## config.mk

```make
export PLATFORM = sky130hd
export DESIGN_NAME = guess_scorer
export DESIGN_NICKNAME = d
export VERILOG_FILES = /design/src/rtl/wordle_pkg.sv /design/src/rtl/guess_scorer.sv
export SDC_FILE = /design/constraint.sdc
export NUM_CORES = 1
export LEC_CHECK = 0
export CAP_MARGIN = 20
export CORE_ASPECT_RATIO = 0.5
export CORE_UTILIZATION = 35
export CTS_BUF_LIST = sky130_fd_sc_hd__clkbuf_16
export DETAILED_ROUTE_END_ITERATION = 10
export GPL_TIMING_DRIVEN = 0
export PLACE_DENSITY = 0.68
export SLEW_MARGIN = 10
export SYNTH_ARGS = -nofsm -noshare
export SYNTH_HDL_FRONTEND = slang
export SYNTH_SLANG_ARGS = --single-unit
```

## constraint.sdc

```tcl
create_clock -name clk -period 7.5 [get_ports clk]
set_input_delay 2.25 -clock clk [delete_from_list [all_inputs] [get_ports clk]]
set_output_delay 2.25 -clock clk [all_outputs]
set_load 0.005 [all_outputs]
```

## src/rtl/wordle_pkg.sv

```systemverilog
// Shared constants, colour codes and scorer state type for the Wordle row datapath.
package wordle_pkg;

    localparam int unsigned LETTER_W = 5;
    localparam int unsigned CELL_W   = 7;
    localparam int unsigned NUM_COLS = 5;
    localparam int unsigned ROW_W    = 35;
    localparam int unsigned WORD_W   = 25;
    localparam int unsigned COLOR_W  = 2;

    localparam logic [COLOR_W-1:0] COLOR_NONE   = 2'b00;
    localparam logic [COLOR_W-1:0] COLOR_GRAY   = 2'b01;
    localparam logic [COLOR_W-1:0] COLOR_YELLOW = 2'b10;
    localparam logic [COLOR_W-1:0] COLOR_GREEN  = 2'b11;

    localparam logic [LETTER_W-1:0] LETTER_COUNT = 5'd26;
    localparam logic [LETTER_W-1:0] LETTER_BLANK = 5'd31;

    typedef enum logic [1:0] {
        ST_IDLE,
        ST_GREEN,
        ST_YELLOW,
        ST_DONE
    } scorer_state_e;

    typedef logic [NUM_COLS-1:0][LETTER_W-1:0] word_t;
    typedef logic [NUM_COLS-1:0][COLOR_W-1:0]  colors_t;

    // Codes 26..31 are blanks: they are carried through but never match anything.
    function automatic logic is_letter(input logic [LETTER_W-1:0] code);
        return code < LETTER_COUNT;
    endfunction

endpackage

```

## src/rtl/guess_scorer.sv

```systemverilog
// Multi-cycle Wordle row scorer: one green pass, then one yellow search per column.
// Define WORDLE_DUP_AWARE_EN for duplicate-aware yellows; otherwise naive yellow scoring.
module guess_scorer
    import wordle_pkg::*;
(
    input  logic              clk,
    input  logic              clr_n,
    input  logic              start,
    input  logic [ROW_W-1:0]  row_in,
    input  logic [WORD_W-1:0] target,
    output logic              busy,
    output logic              out_valid,
    output logic [ROW_W-1:0]  row_out,
    output logic              win
);

    scorer_state_e         state_q, state_d;
    word_t                 letter_q, letter_d;
    word_t                 target_q, target_d;
    colors_t               color_q, color_d;
    logic [NUM_COLS-1:0]   used_q, used_d;
    logic [2:0]            col_q, col_d;
    logic [ROW_W-1:0]      row_out_q, row_out_d;
    logic                  win_q, win_d;

    logic [LETTER_W-1:0]   cur_letter;
    logic                  hit;
    logic                  all_green;
`ifdef WORDLE_DUP_AWARE_EN
    logic [2:0]            hit_idx;
`endif

    // Incoming colour bits are discarded on capture.
    logic unused_row_in_colors;
    always_comb begin
        unused_row_in_colors = 1'b0;
        for (int unsigned k = 0; k < NUM_COLS; k++) begin
            unused_row_in_colors = unused_row_in_colors ^ (^row_in[CELL_W*k+LETTER_W +: COLOR_W]);
        end
    end

    // Priority search of the target for the letter at the current column.
    always_comb begin
        cur_letter = letter_q[col_q];
        hit        = 1'b0;
`ifdef WORDLE_DUP_AWARE_EN
        hit_idx    = '0;
`endif
        for (int unsigned j = 0; j < NUM_COLS; j++) begin
`ifdef WORDLE_DUP_AWARE_EN
            if (!hit && !used_q[j] && is_letter(cur_letter) && target_q[j] == cur_letter) begin
                hit     = 1'b1;
                hit_idx = 3'(j);
            end
`else
            if (color_q[j] != COLOR_GREEN && is_letter(cur_letter) && target_q[j] == cur_letter) begin
                hit = 1'b1;
            end
`endif
        end
    end

    always_comb begin
        state_d   = state_q;
        letter_d  = letter_q;
        target_d  = target_q;
        color_d   = color_q;
        used_d    = used_q;
        col_d     = col_q;
        row_out_d = row_out_q;
        win_d     = win_q;
        all_green = 1'b1;

        unique case (state_q)
            ST_IDLE: begin
                if (start) begin
                    for (int unsigned k = 0; k < NUM_COLS; k++) begin
                        letter_d[k] = row_in[CELL_W*k +: LETTER_W];
                        target_d[k] = target[LETTER_W*k +: LETTER_W];
                        color_d[k]  = COLOR_NONE;
                    end
                    used_d  = '0;
                    col_d   = '0;
                    state_d = ST_GREEN;
                end
            end
            ST_GREEN: begin
                for (int unsigned k = 0; k < NUM_COLS; k++) begin
                    if (is_letter(letter_q[k]) && letter_q[k] == target_q[k]) begin
                        color_d[k] = COLOR_GREEN;
                        used_d[k]  = 1'b1;
                    end else begin
                        color_d[k] = COLOR_GRAY;
                    end
                end
                col_d   = '0;
                state_d = ST_YELLOW;
            end
            ST_YELLOW: begin
                if (color_q[col_q] != COLOR_GREEN && hit) begin
                    color_d[col_q] = COLOR_YELLOW;
`ifdef WORDLE_DUP_AWARE_EN
                    used_d[hit_idx] = 1'b1;
`endif
                end
                if (col_q == 3'(NUM_COLS - 1)) begin
                    // Publish using color_d so the last column's result is included.
                    for (int unsigned k = 0; k < NUM_COLS; k++) begin
                        row_out_d[CELL_W*k +: CELL_W] = {color_d[k], letter_q[k]};
                        if (color_d[k] != COLOR_GREEN) all_green = 1'b0;
                    end
                    win_d   = all_green;
                    state_d = ST_DONE;
                end else begin
                    col_d = col_q + 3'd1;
                end
            end
            ST_DONE: begin
                state_d = ST_IDLE;
            end
            default: begin
                state_d = ST_IDLE;
            end
        endcase
    end

    always_ff @(posedge clk or negedge clr_n) begin
        if (!clr_n) begin
            state_q   <= ST_IDLE;
            letter_q  <= {NUM_COLS{LETTER_BLANK}};
            target_q  <= {NUM_COLS{LETTER_BLANK}};
            color_q   <= '0;
            used_q    <= '0;
            col_q     <= '0;
            row_out_q <= '0;
            win_q     <= 1'b0;
        end else begin
            state_q   <= state_d;
            letter_q  <= letter_d;
            target_q  <= target_d;
            color_q   <= color_d;
            used_q    <= used_d;
            col_q     <= col_d;
            row_out_q <= row_out_d;
            win_q     <= win_d;
        end
    end

    assign busy      = (state_q != ST_IDLE);
    assign out_valid = (state_q == ST_DONE);
    assign row_out   = row_out_q;
    assign win       = win_q;

endmodule

```

==> reports/qor.txt, run 1 <==
status - completed
finished layout cell area - 6680 um2
Slew headroom - 49.2%
final worst path period need - 4.54 ns
via count - 4079
# nets final - 667
worst reg2reg startpoint - col_q[1]
number of port buffers - 90
cell area power density - 415 nW/um2
row cnt - 31
Final Cycle Share - 60.5%
worst-path fanout max - 10
GPL Wtd Cong - 0.906
maximum number of pins on one net before global-route repair - 57
DRC - 0
Avg WL per Cell - 17.1 um
NetSw - 1.06 mW
post-route ant nets - 0
Hold WS - 0.465 ns
Die Y-Extent - 88.2 um
WP buf/inv - 2
Fmax - 0.220 GHz
Vias/cell - 5.10
layout cell share with drive strength beyond 1 - 23.3%
Final setup viols - 0
RSZ-0062 raised after global routing - false
Post-synth EDFFs - 0
Worst Hold Class - register to register
CTS H-tree lvls - 3
Setup crit start kind - input port
DRT iter0 DRCs - 270
vias in the first global route - 4044
Net Sw Frac - 38.3%
WHS Path Cells - 2
CTS root buffer - clkbuf_16
Post-synth ARST share - 100%
r2r endpoint - color_q[2]
die width - 174 um
cts bufs inserted - 9
post-detail-place hpwl - 10500 um
commonest cells after routing, fill and taps aside - nand2_1 (108), clkdlybuf4s50_1 (89), mux2_2 (52)
total core area - 14500 um2
CTS tree - done
slowest CP cell - clkbuf_1
min-delay src - row_out[5]
syn nets - 564
clock power share - 16.4%
WP data required - 7.78 ns
DRT Pass-1 Iters - 6
Clock transition at path regs - 0.07 ns
sequential share of power - 40.5%
Max Slew Vio Count - 0
worst-skew pair later-pin latency - 0.35 ns
r2r worst-path depth - 9
DP Area - 6380 um2
GRT overflow - 0
most common cell after layout, fill and taps aside - nand2_1
count of different cell masters after synthesis - 63
synthesis-to-finish area growth - 28.3%
IO Pins - 101
Comb pwr share - 43.1%
Post-CTS Setup Repair Bufs - 0
Cells after Synth - 494
Internal - 1.71 mW
WS Path Type - input port to register
endpoint class of the critical path - register
Yosys reg bits - 101
die area - 15400 um2
Cell Chain, Critical Path - clkdlybuf4s50_1 > nor2_1 > nor2_1 > and3_1 > clkbuf_1 > nand4_1 > o31ai_1 > a21o_1
Avg Cell Area, Syn - 10.5 um2
drt total wl - 13700 um
Fin. Hold Viols - 0
gr usage total - 18.7%
starting density of the core - 35.9%
post-route setup TNS - 0 ns
Post-CTS Hold Buffers - 0
Syn Std Cell Area - 5200 um2
yosys warns - 0
Antenna diodes - 0
fin util - 46.0%
hold endpoint - row_out[5]
sequential area share after synthesis - 49.8%
Slowest Stage Delay on Critical Path - 0.52 ns
Post-synth top flop - dfrtp_1
first-pass GRT wire length - 22000 um
worst clock skew - 0.0127 ns
clock sink count - 101
Pleak - 2.77 nW
CP arrival - 4.82 ns
cts repair resizes - 0
initial antenna violation count - 0
total power - 2.77 mW
worst slew pin tran - 0.756 ns
kind of cell adding the most delay to the critical path - simple AND/OR/NAND/NOR gates
worst reg-to-reg setup slack - 4.30 ns
Peak VDD IR - 0.160 mV
clock tree buffer depth - 2
CP dominant cell by count - nor2_1
Max Cap Violations - 0
==> area by class of cell <==
class | instances | area, um2
Fill cell | 1403 | 7830
Sequential cell | 101 | 2590
Multi-Input combinational cell | 364 | 2480
Timing Repair Buffer | 92 | 931
Clock buffer | 10 | 250
Tap cell | 198 | 248
Buffer | 20 | 96.3
Clock inverter | 6 | 45.0
Inverter | 9 | 33.8
==> power by group through the flow <==
stage / Clock, mW / Combinational (mW) / Sequential (mW)
after floorplan: 0 / 0.857 / 1.04
after global placement: 0 / 1.17 / 1.12
after detailed placement: 0 / 1.19 / 1.13
after CTS: 0.467 / 1.19 / 1.12
after global routing: 0.488 / 1.32 / 1.15
final: 0.454 / 1.19 / 1.12
==> per-stage QoR <==
stage / setup slack (ns) / instances
after floorplan: 4.01 / 494
after global placement: 0.451 / 782
after detailed placement: 2.68 / 783
after CTS: 3.02 / 799
after global routing: 2.84 / 800
final: 2.96 / 800
==> routing by layer <==
layer	vias to the layer above	GRT usage (%)	wire [um]
met5	-	0	0
li1	1923	-	-
met1	2041	26.7	6780
met2	101	29.4	6040
met3	14	3.31	675
met4	0	5.02	175
==> state kept, by name, summed over array words and instances (netlist names) <==
signal    cells
color_q      10
letter_q     25
col_q         3
win           1
state_q       2
row_out      35
target_q     25
==> cell usage after synthesis (3+ instances only) <==
| library cell | instances | area [um2] |
|---|---|---|
| nand2_1 | 108 | 405 |
| mux2_2 | 52 | 586 |
| dfrtp_1 | 51 | 1280 |
| dfstp_2 | 50 | 1310 |
| o21ai_0 | 25 | 125 |
| xor2_1 | 24 | 210 |
| nor2_1 | 17 | 63.8 |
| nand3_1 | 16 | 80.1 |
| a21oi_1 | 13 | 65.1 |
| xnor2_1 | 13 | 114 |
| buf_1 | 9 | 33.8 |
| inv_1 | 9 | 33.8 |
| ha_1 | 7 | 87.6 |
| mux2i_1 | 7 | 70.1 |
| nor3_1 | 7 | 35.0 |
| clkbuf_1 | 6 | 22.5 |
| nand4_1 | 5 | 31.3 |
| nand3b_1 | 4 | 30.0 |
| nor4_1 | 4 | 25.0 |
| nor2_2 | 3 | 18.8 |
| o21a_1 | 3 | 22.5 |
| o31ai_1 | 3 | 22.5 |
| or2_2 | 3 | 18.8 |
==> cell families (layout without fill, tap and decap cells) <==
| group | count (synthesis) | in the layout | synth area share [%] |
|---|---|---|---|
| adders and majority gates | 7 | 7 | 1.68 |
| DFF | 101 | 101 | 49.8 |
| xor gates and xnor gates | 38 | 38 | 6.54 |
| muxes | 60 | 60 | 12.9 |
| AOI/OAI and AO/OA | 76 | 76 | 10.4 |
| and+or+nand+nor | 183 | 183 | 16.2 |
| buffers and inverters | 29 | 137 | 2.50 |
==> tightest hold or removal path, stage by stage, from the launching register on <==
cell and delay, ns:
dfrtp_1 0.34, nand2_1 0.05, nand2_1 0.04
==> worst max path at each step <==
stage	startpoint	slack, ns	cells after the start	end
2_1_floorplan	start	4.01	7	color_q[1]
3_3_place_gp	clr_n	0.45	1	row_out[4]
3_5_place_dp	start	2.68	8	color_q[1]
4_1_cts	start	3.02	8	color_q[1]
5_1_grt	start	2.84	8	color_q[5]
6_report	start	2.96	8	color_q[1]
No activity file was read; power rests on OpenSTA's default activity.
==> inputs of run 2 (changes only) <==
clock period = 4.2 ns   (was 7.5 ns; I/O delays follow)
==> results of run 2 <==
The final DEF is identical to that of run 1. Status: completed.
Main changes from that run: setup slack after placement 2.68 ns -> 0.373 ns; setup slack after layout 2.96 ns -> 0.650 ns; register-to-register setup slack 4.30 ns -> 1.00 ns; total power 2.77 mW -> 4.95 mW; worst IR drop on VDD 0.160 mV -> 0.285 mV
==> inputs of run 3 (changes only) <==
clock period = 3.3 ns   (was 4.2 ns; I/O delays follow)
==> run 3 against run 2 <==
- register-to-register slack got worse by 0.69 ns
- highest routed layer unchanged
- critical path depth stayed put
- largest cell class unchanged
- critical endpoint is now color_q[5]
- power grew 28%
==> reports/qor.txt, run 3 (same netlist as run 1, synthesis figures left out) <==
post-route setup TNS - 0 ns (unchanged)
worst-path fanout max - 10 (unchanged)
slowest CP cell - clkdlybuf4s50_1
CTS H-tree lvls - 3 (unchanged)
finished layout cell area - 6690 um2 (+0.11%)
WS Path Type - input port to register
maximum number of pins on one net before global-route repair - 57 (unchanged)
DP Area - 6380 um2 (unchanged)
DRT Pass-1 Iters - 7 (+1)
non-filler cells, final - 800 (unchanged)
final worst path period need - 3.03 ns
total power - 6.32 mW
DRT iter0 DRCs - 264 (-2.2%)
Final Cycle Share - 91.8%
most common cell after layout, fill and taps aside - nand2_1
Post-CTS Setup Repair Bufs - 0 (unchanged)
Peak VDD IR - 0.366 mV
Slowest Stage Delay on Critical Path - 0.48 ns (-0.04 ns)
# nets final - 667 (unchanged)
cts repair resizes - 0 (unchanged)
starting density of the core - 35.9% (unchanged)
worst-skew pair later-pin latency - 0.35 ns (about the same)
GRT overflow - 0 (unchanged)
CTS root buffer - clkbuf_16
Antenna diodes - 0 (unchanged)
gr usage total - 18.7% (unchanged)
post-detail-place hpwl - 10500 um (unchanged)
number of port buffers - 90 (unchanged)
drt total wl - 13600 um (-0.29%)
first-pass GRT wire length - 22000 um (unchanged)
CP dominant cell by count - nor2_1
post-route ant nets - 0 (unchanged)
Worst Hold Class - register to register
clock tree buffer depth - 2 (unchanged)
Max Cap Violations - 0 (unchanged)
Die Y-Extent - 88.2 um (unchanged)
worst clock skew - 0.0137 ns (+0.000954 ns)
Pleak - 2.77 nW (+0.14%)
Setup crit start kind - input port
status - completed
max FFs per register - 35 (unchanged)
commonest cells after routing, fill and taps aside - nand2_1 (108), clkdlybuf4s50_1 (89), mux2_2 (52)
layout cell share with drive strength beyond 1 - 23.6% (+0.33 points)
WP data required - 3.58 ns
Hold WS - 0.465 ns (+0.000408 ns)
cell area power density - 945 nW/um2
Max Slew Vio Count - 0 (unchanged)
fin util - 46.1% (+0.052 points)
Fmax - 0.330 GHz
DRC - 0 (unchanged)
sequential share of power - 40.3% (-0.2 points)
die area - 15400 um2 (unchanged)
kind of cell adding the most delay to the critical path - simple AND/OR/NAND/NOR gates
vias in the first global route - 4044 (unchanged)
pre-CTS setup slack - -0.257 ns
synthesis-to-finish area growth - 28.5%
Clock transition at path regs - 0.07 ns (about the same)
Vias/cell - 5.08 (-0.44%)
placed insts - 783 (unchanged)
Avg WL per Cell - 17.0 um (-0.29%)
Net Sw Frac - 38.4%
clock sink count - 101 (unchanged)
total core area - 14500 um2 (unchanged)
via count - 4061 (-0.44%)
Cell Chain, Critical Path - clkdlybuf4s50_1 > nor2_1 > nor2_1 > and3_1 > clkbuf_2 > nand4_1 > nor3_1 > a221o_1
endpoint class of the critical path - register
cts bufs inserted - 9 (unchanged)
Internal - 3.89 mW
setup ws final - 0.271 ns
RSZ-0062 raised after global routing - false
WP buf/inv - 2 (unchanged)
row cnt - 31 (unchanged)
clock power share - 16.4% (about the same)
die width - 174 um (unchanged)
GPL Wtd Cong - 0.906 (unchanged)
NetSw - 2.43 mW
Final setup viols - 0 (unchanged)
IO Pins - 101 (unchanged)
worst slew pin tran - 0.750 ns (-0.00591 ns)
Fin. Hold Viols - 0 (unchanged)
Slew headroom - 50.0% (+0.86 points)
CTS tree - done
Comb pwr share - 43.3% (+0.2 points)
Post-CTS Hold Buffers - 0 (unchanged)
CP arrival - 3.31 ns
initial antenna violation count - 0 (unchanged)
-- run 3: cell counts in the layout (fill, tap and decap cells not counted) --
Identical to the previous run, type by type.
-- run 3: final timing paths --
path,cells after the start,to,slack [ns],from
worst min-delay path,2,row_out[5],0.47,row_out[5]
worst max-delay path,8,color_q[5],0.27,start
worst min register to register,2,row_out[5],0.47,row_out[5]
min in group asynchronous,1,row_out[19],0.65,clr_n
worst max register to register,9,color_q[2],0.31,col_q[1]
max in group asynchronous,2,target_q[8],1.91,clr_n
-- run 3: power by group through the flow --
| stage | logic [mW] | clock network (mW) | registers [mW] |
|---|---|---|---|
| floorplan | 1.95 | 0 | 2.36 |
| global placement | 2.65 | 0 | 2.55 |
| detailed placement | 2.70 | 0 | 2.57 |
| CTS | 2.71 | 1.06 | 2.55 |
| global route | 3.01 | 1.11 | 2.62 |
| finish | 2.74 | 1.03 | 2.55 |
-- run 3: routing by layer --
layer | share of wire (%) | global-route usage (%) | up-vias
met5 | 0 | 0 | -
met2 | 44 | 29.4 | 107
li1 | - | - | 1920
met4 | 1.2 | 5.02 | 0
met3 | 4.6 | 3.31 | 13
met1 | 50 | 26.7 | 2021
-- run 3: tightest hold or removal path: cells and delay by family (launching register included) --
kind          cells  cell delay, ns
simple gates      2            0.09
flops             1            0.34
-- run 3: area by class of cell --
cell class | instances | area (um2)
Tap cell | 198 | 248
Clock inverter | 6 | 45.0
Buffer | 20 | 97.6
Fill cell | 1400 | 7820
Multi-Input combinational cell | 364 | 2490
Inverter | 9 | 33.8
Clock buffer | 10 | 250
Timing Repair Buffer | 92 | 931
Sequential cell | 101 | 2590
==> edit 1: new RTL, flow settings as in run 2 <==
Change the package constant `ROW_W` from 35 to 39.
--- a/src/rtl/wordle_pkg.sv
+++ b/src/rtl/wordle_pkg.sv
@@ -6,3 +6,3 @@
     localparam int unsigned NUM_COLS = 5;
-    localparam int unsigned ROW_W    = 35;
+    localparam int unsigned ROW_W    = 39;
     localparam int unsigned WORD_W   = 25;
Ports: changed (resized row_in and row_out); port bits go from 101 to 109. No check against the original RTL was run, so the function may have changed too.
==> edit 1 against run 2 <==
- synthesized area is 0.65% higher
- final area is 0.82% higher
- wire length is 1.6% higher
- total power is 1.4% higher
- critical path type unchanged
- cell count is 1.0% higher
- sequential share of layout area is 0.32 points lower
- largest power group unchanged
- via count is 0.54% higher
- sequential cell count stayed put
- core utilization is 0.26 points higher
- setup slack worse by 72 ps
==> edit 1: results (changes against run 2) <==
arrival_ps: 3900  # +70 ps
fill_cells: 1360  # -3.1%
peakVddDrop_v: 0.0003529  # +24%
synth_cell_types: 64  # +1.6%
final_nets: 679  # +1.8%
grt_pass1_vias: 3997  # -1.2%
via_per_inst: 5.075  # -0.46%
drive_gt1_frac: 0.2361  # +0.003507
wl_met2_um: 5987  # -0.88%
seq_area_frac_synth: 0.4945  # -0.003210
status: "finished, final reports clean"
dp_cells: 791  # +1.0%
htree_levels: 3  # unchanged
grt_usage: 0.1893  # +0.002357
critPathMaxFanout: 10  # unchanged
num_antenna_cells: 0  # unchanged
grt_max_degree: 63  # +11%
dp_hpwl_um: 10530  # +0.24%
hp-class: "reg2reg"
grt_first_pass_wirelength_um: 22020  # +0.28%
cts_setup_buffers: 0  # unchanged
wire_per_inst_um: 17.19  # +0.62%
largest_register_ffs: 35  # unchanged
met1_length_um: 6879  # +1.5%
switching_power_uw: 1931  # +1.9%
synthTopCellsByArea: "dfstp_2 (25%), dfrtp_1 (24%), mux2_2 (11%), nand2_1 (7.7%), xor2_1 (4.0%)"
skew_ps: 9.890  # -2.816 ps
wl_um: 13890  # +1.6%
clockBufferDepth: 2  # unchanged
max_stage_delay_ps: 530
ctsResizeCount: 0  # unchanged
synth-main-ff-cell: "dfrtp_1"
clkLatencyLatePin_ps: 350  # about the same
path_clk_slew_ps: 60
syn_inst: 499  # +1.0%
routabilityCongestion: 0.9071  # about the same
yosys_warnings: 0  # unchanged
drt_first_pass_iters: 6  # unchanged
drtIter0Drc: 245  # -9.3%
cts-root-buf: "clkbuf_16"
tightest_slew_ps: 822.5  # +66.81 ps
async_reset_ff_frac: 1.000  # unchanged
slowest_stage: "clkbuf_1"
dr.max_layer_used: "met4"
antenna_found_initial: 0  # unchanged
portBuffers: 90  # unchanged
wl_met3_um: 883  # +31%
cts_made_buffers: 9  # unchanged
power.leakage_uw: 0.002813  # +1.6%
synthTopCellsByCount: "nand2_1 (108), mux2_2 (52), dfrtp_1 (51)"
edit 1: critical path, delay by kind of cell:
family,cells,cell delay (ps)
simple gates,5,1440
buf+inv,2,1010
compound gates,1,170
edit 1: through the flow:
| step | total power (uW) | utilization | setup WS [ps] | instance area [um2] |
|---|---|---|---|---|
| after floorplan | 3385 | - | 1625 | 5249 |
| after global placement | 4104 | 0.4398 | -1851 | 6397 |
| after detailed placement | 4143 | 0.4415 | 334.4 | 6422 |
| after CTS | 5020 | 0.4625 | 692.7 | 6728 |
| after global routing | 5347 | 0.4629 | 532.1 | 6733 |
| final | 5017 | 0.4629 | 578.3 | 6733 |
edit 1: final timing paths:
kind                                            end  cells past startpoint  slack, ps                    start
min in group asynchronous    row_out[0]$_DFFE_PN0P_                      1        870                    clr_n
max in group asynchronous  letter_q[16]$_DFFE_PN1P_                      2       2600                    clr_n
min reg2reg                 row_out[19]$_DFFE_PN0P_                      2        470  row_out[19]$_DFFE_PN0P_
min                         row_out[19]$_DFFE_PN0P_                      2        470  row_out[19]$_DFFE_PN0P_
max reg2reg                  color_q[0]$_DFFE_PN0P_                      9        920     col_q[1]$_DFFE_PN0P_
max                          color_q[5]$_DFFE_PN0P_                      8        580                    start
edit 1: cell families (layout without fill, tap and decap cells):
| logic type | count (synthesis) | count (layout) | share of synthesized area |
|---|---|---|---|
| simple gates | 183 | 183 | 0.1610 |
| flops | 101 | 101 | 0.4945 |
| compound gates | 76 | 76 | 0.1034 |
| mux | 60 | 60 | 0.1280 |
| xor+xnor | 38 | 38 | 0.06498 |
| buf+inv | 33 | 141 | 0.03058 |
| fa+ha+maj | 7 | 7 | 0.01672 |
| other cells | 1 | 4 | 0.0007160 |
edit 1: power groups by stage:
stage | Sequential [uW] | Combinational, uW | Clock (uW)
final | 2010 | 2150 | 856
after global routing | 2070 | 2360 | 916
after floorplan | 1850 | 1530 | 0
after global placement | 2010 | 2100 | 0
after CTS | 2000 | 2140 | 879
after detailed placement | 2020 | 2130 | 0
edit 1: cell type report:
class	instances	area, um2	share of cell area
sequential	101	2590	0.3847
multi-input combinational	368	2499	0.3711
inverter	9	33.78	0.005018
buffer	24	126.4	0.01877
timing repair buffer	92	930.9	0.1383
tap	198	247.7	0.03680
clock buffer	9	225.2	0.03345
clock inverter	7	80.08	0.01189
edit 1: layer usage:
metal / global-route usage / up-vias
li1: - / 1935
met4: 0.04111 / 0
met3: 0.04854 / 14
met2: 0.2868 / 113
met1: 0.2726 / 2039
met5: 0 / -
